===== src/rtl/dsp_countdown_seq.sv =====
// Down-counting burst address sequencer: takes {base, stride, len}, emits len addresses and pulses done.
// First beat is valid the cycle after command accept (if enable); beats hold stable under addr_ready backpressure.
module dsp_countdown_seq #(
   parameter int ADDR_WIDTH = 32,
   parameter int LEN_WIDTH  = 16
) (
   input  logic                  clk,
   input  logic                  rst,
   input  logic                  enable,
   input  logic                  cmd_valid,
   output logic                  cmd_ready,
   input  logic [ADDR_WIDTH-1:0] cmd_base,
   input  logic [ADDR_WIDTH-1:0] cmd_stride,
   input  logic [LEN_WIDTH-1:0]  cmd_len,
   output logic                  addr_valid,
   input  logic                  addr_ready,
   output logic [ADDR_WIDTH-1:0] addr,
   output logic                  addr_last,
   output logic                  busy,
   output logic                  done
);

   typedef enum logic {IDLE = 1'b0, RUN = 1'b1} state_t;

   state_t                state;
   state_t                state_nxt;
   logic [ADDR_WIDTH-1:0] addr_q;
   logic [ADDR_WIDTH-1:0] stride_q;
   logic [LEN_WIDTH-1:0]  rem_q;
   logic                  addr_valid_q;
   logic                  done_q;

   logic cmd_fire;
   logic beat_fire;
   logic last_beat;
   logic len_zero;

   assign cmd_fire  = cmd_valid && (state == IDLE);
   assign beat_fire = addr_valid_q && addr_ready;
   assign last_beat = (rem_q == LEN_WIDTH'(1));
   assign len_zero  = (cmd_len == '0);

   always_ff @(posedge clk) begin
      if (rst) state <= IDLE;
      else     state <= state_nxt;
   end

   always_comb begin
      state_nxt = state;
      case (state)
         IDLE:    if (cmd_fire && !len_zero) state_nxt = RUN;
         RUN:     if (beat_fire && last_beat) state_nxt = IDLE;
         default: state_nxt = IDLE;
      endcase
   end

   always_comb begin
      cmd_ready = (state == IDLE);
      busy      = (state == RUN);
   end

   // Datapath; addr_q/rem_q only move on a handshake so a presented beat never changes.
   always_ff @(posedge clk) begin
      if (rst) begin
         addr_q       <= '0;
         stride_q     <= '0;
         rem_q        <= '0;
         addr_valid_q <= 1'b0;
         done_q       <= 1'b0;
      end else begin
         done_q <= 1'b0;
         if (cmd_fire) begin
            if (len_zero) begin
               done_q <= 1'b1;
            end else begin
               addr_q       <= cmd_base;
               stride_q     <= cmd_stride;
               rem_q        <= cmd_len;
               addr_valid_q <= enable;
            end
         end else if (state == RUN) begin
            if (beat_fire) begin
               addr_q <= addr_q + stride_q;
               rem_q  <= rem_q - LEN_WIDTH'(1);
               if (last_beat) begin
                  addr_valid_q <= 1'b0;
                  done_q       <= 1'b1;
               end else begin
                  addr_valid_q <= enable;
               end
            end else if (!addr_valid_q) begin
               addr_valid_q <= enable;
            end
         end
      end
   end

   assign addr       = addr_q;
   assign addr_valid = addr_valid_q;
   assign addr_last  = addr_valid_q && last_beat;
   assign done       = done_q;

endmodule


===== config.mk =====
export PLATFORM = sky130hd
export DESIGN_NAME = dsp_countdown_seq
export DESIGN_NICKNAME = d
export VERILOG_FILES = /design/src/rtl/dsp_countdown_seq.sv
export SDC_FILE = /design/constraint.sdc
export NUM_CORES = 1
export LEC_CHECK = 0
export BUFFER_PORTS_ARGS = -buffer_cell sky130_fd_sc_hd__buf_2
export CORE_UTILIZATION = 50
export CTS_CLUSTER_DIAMETER = 80
export DETAILED_ROUTE_END_ITERATION = 6
export PLACE_DENSITY = 0.8
export SLEW_MARGIN = 0
export SYNTH_ARGS = -nofsm -noshare
export SYNTH_HDL_FRONTEND = slang
export SYNTH_SLANG_ARGS = --single-unit

===== constraint.sdc =====
create_clock -name clk -period 8.6 [get_ports clk]
set_input_delay 1.72 -clock clk [delete_from_list [all_inputs] [get_ports clk]]
set_output_delay 1.72 -clock clk [all_outputs]
set_load 0.05 [all_outputs]

==> results.toml <==
[hold_path]
holdCritStartpoint = "stride_q[14]"
hp-class = "flop to flop"
min_to = "stride_q[14]"
min_path_cells = 2

[cts]
cts_root_buf = "clkbuf_8"
clkTransAtPathRegs_ps = 80
htree_levels = 3
postCtsHoldBufs = 0
clk_path_buf_depth = 2
post_cts_buffers = 0
cts-resized-gates = 0
clock_sinks = 83
insertion_delay_ps = 360
cts_tree = "built"
cts_buffers = 9

[power]
p_total_mw = 1.05
vdd_drop_max_mv = 0.0868
cellLeakagePower_nw = 2.67
p_per_area_nw_per_um2 = 172

[global_routing]
antenna_found_initial = 0
grt.total_usage = 0.279
grt_overflow = 0
grt_max_degree = 85
grt_pass1_vias = 5352
grt_pass1_wl_um = 25000

[placed_design]
gp_congestion = 0.936
dp_hpwl_um = 10700
preCtsSetupSlack_ps = 4470
io_buffers = 121
postPlaceCellArea_um2 = 5920
dpl.cell_count = 933

[timing]
fin_crit_ps = 4390
max_freq_ghz = 0.228
max_slew_margin = 0.259
post-route-period-util = 0.510
setup-tns-final_ps = 0
worstMarginPinSlew_ps = 1110
setup_ws_ps = 4210
finalMaxSlewViolations = 0
hold_viol = 0
grt_setup_unrepaired = "no"
finalClockSkew_ps = 6.33
setup_violations = 0

[layout]
mostFrequentLayoutCells = "nand2_1 (145), buf_2 (121), a21oi_1 (90)"
drive_above_1_share = 0.186
instances_no_fill = 948
antennaDiodeCount = 0
area_growth_pct = 16.0
layout.nets = 927
final_area_um2 = 6100
final_common_cell = "nand2_1"

[setup_path]
crit_buf_inv = 1
rr_worst_depth = 11
crit_required_ps = 6880
path_class = "flop to output pin"
r2r-start = "addr[0]"
crit_family = "simple AND/OR/NAND/NOR gates"
crit_fanout = 7
start_kind = "flop"
crit_path_top_delay_cell = "or4_1"
r2r_setup_slack_ps = 5180
cp_slowest_stage_delay_ps = 570
crit_chain = "or4_1 > or2_2 > nor4_1 > and3_1 > buf_2"
end_kind = "output pin"
r2r_end = "addr[30]"
cp.arrival_ps = 2670

[route]
drc = 0
vias = 5643
drtPass1Iterations = 5
antenna_left = 0
drt_iter0_drc = 476
drt-wirelength-per-cell_um = 15.5
viasPerCell = 5.95
drt_wl_total_um = 14700

[floorplan]
die_y_um = 105
coreArea_um2 = 10300
ios = 122
start_util = 0.511
num_rows = 37
die_w_um = 105
dieArea_um2 = 10900

[yosys]
ys.warnings.count = 0
syn_inst = 714
async_flop_share = 0
syn_nets = 833
netlist_area_um2 = 5260
synth_seq_cells = 83
synth.distinct_cells = 55
syn_area_per_cell_um2 = 7.36
synth_edf_count = 0
ys_seq_area_frac = 0.316
dominantRegCellSynth = "dfxtp_1"

[job]
drv_cap = 0

[outcome]
status = "finished clean"
-- metrics by stage --
stage                      util  hold WS (ps)
after floorplan               -           440
after global placement    0.576           448
after detailed placement  0.576           452
after global routing      0.593           475
after CTS                 0.593           463
final                     0.593           464
-- area by class of cell --
class	instances	area, µm²
well taps	136	170
clock buffers	12	135
clock inverters	3	40.0
fillers	974	4180
flip-flops and latches	83	1660
multi-input cells	575	3390
repair buffers	127	651
inverters	12	45.0
-- worst max-delay path by stage --
stage                     slack (ps)  cells after the start        end       from
after detailed placement        4470                      8   rem_q[6]  cmd_valid
after global placement          4530                      8   rem_q[6]  cmd_valid
after floorplan                 4880                      4  addr_last   rem_q[7]
final                           4210                      5  addr_last   rem_q[7]
after global routing            4070                      5  addr_last   rem_q[7]
after CTS                       4250                      5  addr_last   rem_q[7]
-- cells by family (layout without fill, tap and decap cells) --
| logic type | count (synthesis) | after routing | share of synthesized area |
|---|---|---|---|
| flops | 83 | 83 | 0.316 |
| compound gates | 225 | 225 | 0.270 |
| buf+inv | 56 | 154 | 0.0402 |
| fa+ha+maj | 34 | 34 | 0.0824 |
| mux | 2 | 2 | 0.00381 |
| simple gates | 289 | 289 | 0.246 |
| xor+xnor | 25 | 25 | 0.0417 |
-- tightest hold or removal path: cells and delay by family (launching register included) --
kind            cells  cell delay (ps)
flops               1              320
simple gates        1               50
compound gates      1               50
-- Yosys cell counts (all sizes together) (3+ instances only) --
library cell,number,area [µm²]
nand2,146,548
a21oi,90,450
dfxtp,83,1660
nor2,57,214
o21ai,48,244
clkbuf,42,159
ha,33,413
nand3,19,95.1
xnor2,18,158
a211oi,17,128
a311oi,15,131
nor3,15,75.1
a21o,12,90.1
inv,12,45.0
nand4,9,71.3
a31oi,7,56.3
nand2b,7,43.8
or3,7,43.8
xor2,7,61.3
and3,6,37.5
nor4,6,37.5
a221oi,5,50.0
o211ai,5,37.5
o31ai,5,37.5
and4,3,26.3
o21a,3,22.5
o32ai,3,26.3
o41ai,3,26.3
or2,3,18.8
or4,3,22.5
-- state kept, by name, indices dropped and copies added (netlist names) --
signal,cells
addr_valid,1
busy,1
done,1
addr,32
stride_q,32
rem_q,16
-- power breakdown --
group | internal [mW] | switching [mW]
logic | 0.113 | 0.223
registers | 0.417 | 0.0288
clock network | 0.132 | 0.135
-- metal layers --
metal	wire length, µm	GRT usage
met4	362	0.123
met2	6850	0.459
met3	909	0.0351
met5	0	0
met1	6610	0.364
Power figures use the tool's default switching activity.
